--- config.mk ---
export PLATFORM = sky130hd
export DESIGN_NAME = uart_rx
export DESIGN_NICKNAME = d
export VERILOG_FILES = /design/src/rtl/uart_rx.sv
export SDC_FILE = /design/constraint.sdc
export NUM_CORES = 1
export LEC_CHECK = 0
export BUFFER_PORTS_ARGS = -buffer_cell sky130_fd_sc_hd__buf_2
export CAP_MARGIN = 20
export CORE_MARGIN = 1
export CORE_UTILIZATION = 25
export CTS_BUF_LIST = sky130_fd_sc_hd__clkbuf_8
export DETAILED_ROUTE_END_ITERATION = 16
export GPL_TIMING_DRIVEN = 0
export PLACE_DENSITY = 0.4
export SLEW_MARGIN = 20
export SYNTH_ARGS = -nofsm -noshare
export SYNTH_HDL_FRONTEND = slang
export SYNTH_SLANG_ARGS = --single-unit
--- constraint.sdc ---
create_clock -name clk -period 5.32 [get_ports clk]
set_input_delay 0.798 -clock clk [delete_from_list [all_inputs] [get_ports clk]]
set_output_delay 0.798 -clock clk [all_outputs]
set_load 0.005 [all_outputs]
--- src/rtl/uart_rx.sv ---
// 8N1 UART receiver: 2-FF input synchronizer, free-running 16x oversample tick,
// mid-bit sampling, one-cycle valid / frame_err pulses and a busy flag.
module uart_rx #(
  parameter int IN_FREQ    = 50000000,
  parameter int OUT_FREQ   = 9600,
  parameter int OVERSAMPLE = 16
) (
  input  logic       clk,
  input  logic       rst,
  input  logic       rx,
  output logic [7:0] data,
  output logic       valid,
  output logic       frame_err,
  output logic       busy
);

  localparam int DIV = IN_FREQ / (OUT_FREQ * OVERSAMPLE);
  localparam int CW  = (DIV > 1) ? $clog2(DIV) : 1;
  localparam int SW  = $clog2(OVERSAMPLE);

  localparam logic [CW-1:0] TICK_LAST = CW'(DIV - 1);
  localparam logic [SW-1:0] SCNT_MID  = SW'(OVERSAMPLE / 2 - 1);
  localparam logic [SW-1:0] SCNT_LAST = SW'(OVERSAMPLE - 1);

  typedef enum logic [2:0] {
    ST_IDLE  = 3'd0,
    ST_START = 3'd1,
    ST_DATA  = 3'd2,
    ST_STOP  = 3'd3,
    ST_BREAK = 3'd4
  } state_t;

  state_t          state_r;
  logic [1:0]      sync_r;
  logic [CW-1:0]   tick_cnt_r;
  logic [SW-1:0]   scnt_r;
  logic [2:0]      bcnt_r;
  logic [7:0]      shift_r;
  logic            rxs_s;
  logic            tick_s;

  assign rxs_s  = sync_r[1];
  assign tick_s = (tick_cnt_r == TICK_LAST);

  // Two-flop synchronizer for the asynchronous rx pin; idles high.
  always_ff @(posedge clk or negedge rst) begin
    if (!rst) begin
      sync_r <= 2'b11;
    end else begin
      sync_r <= {sync_r[0], rx};
    end
  end

  // Free-running oversample tick divider, never realigned to frames.
  always_ff @(posedge clk or negedge rst) begin
    if (!rst) begin
      tick_cnt_r <= {CW{1'b0}};
    end else if (tick_s) begin
      tick_cnt_r <= {CW{1'b0}};
    end else begin
      tick_cnt_r <= tick_cnt_r + CW'(1);
    end
  end

  // Receive state machine with registered data, pulses and busy.
  always_ff @(posedge clk or negedge rst) begin
    if (!rst) begin
      state_r   <= ST_IDLE;
      scnt_r    <= {SW{1'b0}};
      bcnt_r    <= 3'd0;
      shift_r   <= 8'h00;
      data      <= 8'h00;
      valid     <= 1'b0;
      frame_err <= 1'b0;
      busy      <= 1'b0;
    end else begin
      valid     <= 1'b0;
      frame_err <= 1'b0;
      case (state_r)
        ST_IDLE: begin
          busy <= 1'b0;
          if (tick_s && !rxs_s) begin
            state_r <= ST_START;
            scnt_r  <= {SW{1'b0}};
            busy    <= 1'b1;
          end else begin
            state_r <= ST_IDLE;
          end
        end
        ST_START: begin
          if (tick_s) begin
            if (scnt_r == SCNT_MID) begin
              scnt_r <= {SW{1'b0}};
              bcnt_r <= 3'd0;
              if (rxs_s) begin
                state_r <= ST_IDLE;
                busy    <= 1'b0;
              end else begin
                state_r <= ST_DATA;
              end
            end else begin
              scnt_r <= scnt_r + SW'(1);
            end
          end else begin
            state_r <= ST_START;
          end
        end
        ST_DATA: begin
          if (tick_s) begin
            if (scnt_r == SCNT_LAST) begin
              scnt_r  <= {SW{1'b0}};
              shift_r <= {rxs_s, shift_r[7:1]};
              if (bcnt_r == 3'd7) begin
                state_r <= ST_STOP;
              end else begin
                bcnt_r <= bcnt_r + 3'd1;
              end
            end else begin
              scnt_r <= scnt_r + SW'(1);
            end
          end else begin
            state_r <= ST_DATA;
          end
        end
        ST_STOP: begin
          if (tick_s) begin
            if (scnt_r == SCNT_LAST) begin
              scnt_r <= {SW{1'b0}};
              if (rxs_s) begin
                data    <= shift_r;
                valid   <= 1'b1;
                busy    <= 1'b0;
                state_r <= ST_IDLE;
              end else begin
                frame_err <= 1'b1;
                state_r   <= ST_BREAK;
              end
            end else begin
              scnt_r <= scnt_r + SW'(1);
            end
          end else begin
            state_r <= ST_STOP;
          end
        end
        ST_BREAK: begin
          // A held-low line stays here so it reports only one frame_err.
          if (tick_s && rxs_s) begin
            state_r <= ST_IDLE;
            busy    <= 1'b0;
          end else begin
            busy <= 1'b1;
          end
        end
        default: begin
          state_r <= ST_IDLE;
          busy    <= 1'b0;
        end
      endcase
    end
  end

endmodule

==> impl_results.md <==
* Worst ir drop on vdd at about 130 uV
* Final hold violations at 0
* Final nets at roughly 180
* Leading cell types by total area after synthesis: sky130_fd_sc_hd__dfrtp_1 (52%), sky130_fd_sc_hd__mux2_2 (9.8%), sky130_fd_sc_hd__ha_1 (3.4%)
* Die outline area at between 7000 and 8000 sq um
* Number of antenna violations at the first check in global routing at 0
* Simple logic cell fraction of the synthesized area at 0.1785
* Clock net sink count at 40
* Clk buf depth at 2
* Initial cell density of the core at 0.2634
* Clock tree root buffer cell: sky130_fd_sc_hd__clkbuf_8
* Total setup buffers inserted after CTS at 0
* Number of cells on the worst reg-to-reg path at 7
* Number of different library cells in the post-synthesis netlist at 42
* Overall die height at just under 90 microns
* # rows at 30
* # diodes at 0
* Minimum period implied by the final worst setup slack at 2.245 ns
* Worst Setup Path Type: reg -> reg
* Detailed placement HPWL at around 2.4 mm
* Via/cell ratio at ~4.6
* Overall routed net length at ~3.4 mm
* Clock power share at 0.444
* Sequential cell area fraction in the yosys report at 0.5486
* Overall track demand over capacity in global routing at 0.1016
* Leakage power total at around 0.001 uW
* Sequential standard cell area at 1003 sq um
* Number of standard cells after synthesis at between 150 and 200
* Via count of the first global-routing pass at between 1k and 1.5k
* Fraction of synthesized cell area taken by the top area cell type at 0.5198
* Tcrit/Tclk final at 0.4220
* Cell type with the largest total area after synthesis: sky130_fd_sc_hd__dfrtp_1
* Measured slew at the worst slew-check pin at roughly 0.9 ns
* Biggest fanout along the worst timing path at 9
* Total overflow reported by the global router at 0
* Count of pins on the block boundary at 14
* Core footprint at just under 7000 sq um
* CTS tree: yes
* Number of max-slew violations in the final report at 0
* Cells along the critical path: inv_1 -> ha_1 -> and4b_1 -> clkbuf_2 -> nand2_2 -> nor4_4 -> mux2_2
* Multi-input logic area at 787.0 sq um
* Mux contribution to synthesized area at 0.09850
* Total via count in the routed design at around 1.2k
* Post-Synth XOR/XNOR Area at 0.03830
* Worst flop-to-flop path endpoint: data[7]$_DFFE_PN0P_
* Number of hold buffers added after cts at 0
* Count of routing violations after the opening detailed-route iteration at 72
* Resized Gates After CTS at 0
* Highest clock frequency the design can meet at between 400 and 500 MHz
* Power dissipated by switching net loads at roughly 120 uW
* Clk_lat worst skew at a little under 0.3 ns
* Worst Hold Class: reg -> reg
* Count of flip-flops with a built-in enable after synthesis at 0
* Yosys reg bits at 40
* Fraction of power spent switching nets at 0.2054
* Number of fill cells at between 700 and 800
* Endpoints failing setup at 0
* Drt drc at 0
* Maximum cell stage delay along the critical path at around 0.63 ns
* Sink of the worst hold path: sync_r[1]$_DFF_PN1_
* Routed WL per cell at 12.52 microns
* Crit Reg-Reg Startpoint: tick_cnt_r[0]$_DFF_PN0_
* Proportion of register bits with asynchronous set or reset after synthesis at 1.000
* Unrepaired setup endpoints after global routing: no
* Number of buffers created by CTS at 5
* Internal Pwr Total at about 450 uW
* Power density relative to cell area at ~260 nW/um^2
* Summed negative setup slack over all endpoints at 0 ns
* Worst path required time at about 5.5 ns
* Worst setup EP type: flip-flop
* First-pass GRT wire length at around 5.9 mm
* Placer Congestion at 0.7687
* Part of the power in registers at 0.544
* Combinational family with the most area after synthesis: simple AND/OR/NAND/NOR gates
* Pin count of the biggest net entering global routing at slightly above 40
* Result of the run: finished clean
* Synth Area in Compound Gates at 0.08071
* Setup skew after layout at 0.007622 ns
* Core occupancy in the finished layout at 0.3067
* Input/output buffers at 13
* Post-synth top flop: sky130_fd_sc_hd__dfrtp_1
* Area Growth Syn to Fin at 16.42%
* Worst path top cell family by delay: simple AND/OR/NAND/NOR gates
* CTS HTree Levels at 2
* Data arrival time of the critical path at between 2 and 2.5 ns
* Post-CTS clock slew at the launch and capture registers of the worst setup and hold paths at approximately 0.070 ns
* Launch instance of the worst min-delay path: sync_r[0]$_DFF_PN1_
* Mean instance size in the synthesized netlist at about 12 sq um
* Share of cells above drive strength 1 at 0.2629
* Adder-Cell Fraction of Synth Area at 0.03420
* Max-cap viol count at 0
* X dimension of the die at a little under 90 microns
* Crit-path slowest cell: sky130_fd_sc_hd__nor4_4
* Count of nets left with antenna violations after detail routing at 0
* Reg2reg setup slack at 3.07 ns
* Synthesized netlist net count at 162
* Depth of the worst hold-timing path at 0
* Worst slew margin at 0.4045
* Count of warnings emitted by yosys at 0
* Combinational Power Share at 0.012
* Worst Setup Start Kind: flip-flop
* Combined area of all synthesized cells at 1829 sq um
* Pre-antenna DRT Iters at 4
* Buf+Inv Stages, Crit Path at 2
worst reg2reg max path: stages, from the launching register on:
cell                       delay [ns]
sky130_fd_sc_hd__dfrtp_1         0.41
sky130_fd_sc_hd__inv_1           0.07
sky130_fd_sc_hd__ha_1            0.15
sky130_fd_sc_hd__and4b_1         0.19
sky130_fd_sc_hd__clkbuf_2        0.17
sky130_fd_sc_hd__nand2_2         0.10
sky130_fd_sc_hd__nor4_4          0.63
sky130_fd_sc_hd__mux2_2          0.41
per-stage QoR:
stage / hold WS, ns / total power (uW) / instances / area [sq um] / setup slack, ns
after detailed placement: 0.3519 / 320.0 / 263 / 2014 / 3.017
after CTS: 0.3635 / 575.7 / 271 / 2130 / 3.004
final: 0.3633 / 563.1 / 271 / 2130 / 3.075
after global routing: 0.3668 / 591.4 / 271 / 2130 / 2.896
after floorplan: 0.3452 / 312.5 / 154 / 1829 / 3.369
after global placement: 0.3463 / 319.7 / 263 / 2014 / 3.113
placed cells by master, fill, tap and decap left out, types with 2 or more instances in the layout:
cell,n
sky130_fd_sc_hd__a21oi_1,2
sky130_fd_sc_hd__a22o_1,3
sky130_fd_sc_hd__and2_1,3
sky130_fd_sc_hd__and3_1,4
sky130_fd_sc_hd__buf_2,13
sky130_fd_sc_hd__clkbuf_1,5
sky130_fd_sc_hd__clkbuf_8,5
sky130_fd_sc_hd__dfrtp_1,38
sky130_fd_sc_hd__dfstp_2,2
sky130_fd_sc_hd__ha_1,5
sky130_fd_sc_hd__inv_1,4
sky130_fd_sc_hd__mux2_2,16
sky130_fd_sc_hd__nand2_1,7
sky130_fd_sc_hd__nand2b_1,4
sky130_fd_sc_hd__nand3_1,9
sky130_fd_sc_hd__nand4_1,2
sky130_fd_sc_hd__nor2_1,10
sky130_fd_sc_hd__nor2b_1,2
sky130_fd_sc_hd__nor4_1,2
sky130_fd_sc_hd__o21ai_0,6
sky130_fd_sc_hd__xnor2_1,4
sky130_fd_sc_hd__xor2_1,4
layer usage:
| metal | routed length [microns] | up-vias | global-route usage |
|---|---|---|---|
| met4 | 57 | 0 | 0.03577 |
| li1 | - | 595 | - |
| met2 | 1639 | 21 | 0.1719 |
| met5 | 0 | - | 0 |
| met1 | 1534 | 623 | 0.1234 |
| met3 | 162 | 5 | 0.03016 |
layout make-up:
type                            instances  area share
Sequential cell                        40      0.4712
Multi-Input combinational cell        104      0.3696
Tap cell                               96     0.05640
Clock buffer                            5     0.03231
Timing Repair Buffer                   13     0.03055
Clock inverter                          3     0.02174
Buffer                                  6     0.01116
Inverter                                4    0.007051
registers in the layout (all words and copies together), names as in the netlist:
register and count:
valid 1, sync_r 2, bcnt_r 3, data 8
frame_err 1, state_r 3, tick_cnt_r 9, shift_r 8
busy 1, scnt_r 4
how the worst max path moves through the flow:
stage / start / endpoint / slack [ns] / cells after the start
4_1_cts: tick_cnt_r[0]$_DFF_PN0_ / data[7]$_DFFE_PN0P_ / 3.00 / 7
3_3_place_gp: tick_cnt_r[0]$_DFF_PN0_ / data[6]$_DFFE_PN0P_ / 3.11 / 7
2_1_floorplan: tick_cnt_r[0]$_DFF_PN0_ / data[0]$_DFFE_PN0P_ / 3.37 / 7
6_report: tick_cnt_r[0]$_DFF_PN0_ / data[7]$_DFFE_PN0P_ / 3.07 / 7
3_5_place_dp: tick_cnt_r[0]$_DFF_PN0_ / data[7]$_DFFE_PN0P_ / 3.02 / 7
5_1_grt: tick_cnt_r[0]$_DFF_PN0_ / data[7]$_DFFE_PN0P_ / 2.90 / 7
power groups by stage:
stage	clock network (uW)	logic, uW	registers, uW
4_1_cts	262	7.74	306
2_1_floorplan	0	0.642	312
5_1_grt	276	8.75	306
6_report	250	6.98	306
3_3_place_gp	0	7.50	312
3_5_place_dp	0	7.77	312
kinds of logic after synthesis:
kind of cell             count (synthesis)
XOR/XNOR                                 8
adder cells (fa/ha/maj)                  5
AND/OR/NAND/NOR                         54
flip-flops                              40
AO/OA/AOI/OAI                           21
multiplexers                            16
buffers and inverters                   10
cell usage after synthesis (all sizes together), types with 3 or more instances:
library cell	n
nor2	10
xnor2	4
xor2	4
inv	4
mux2	16
o21ai	6
nor4	3
nand2b	4
dfrtp	38
and2	3
a22o	3
nand3	9
and3	4
clkbuf	6
nand2	8
ha	5
(Power assumes the default switching activity.)
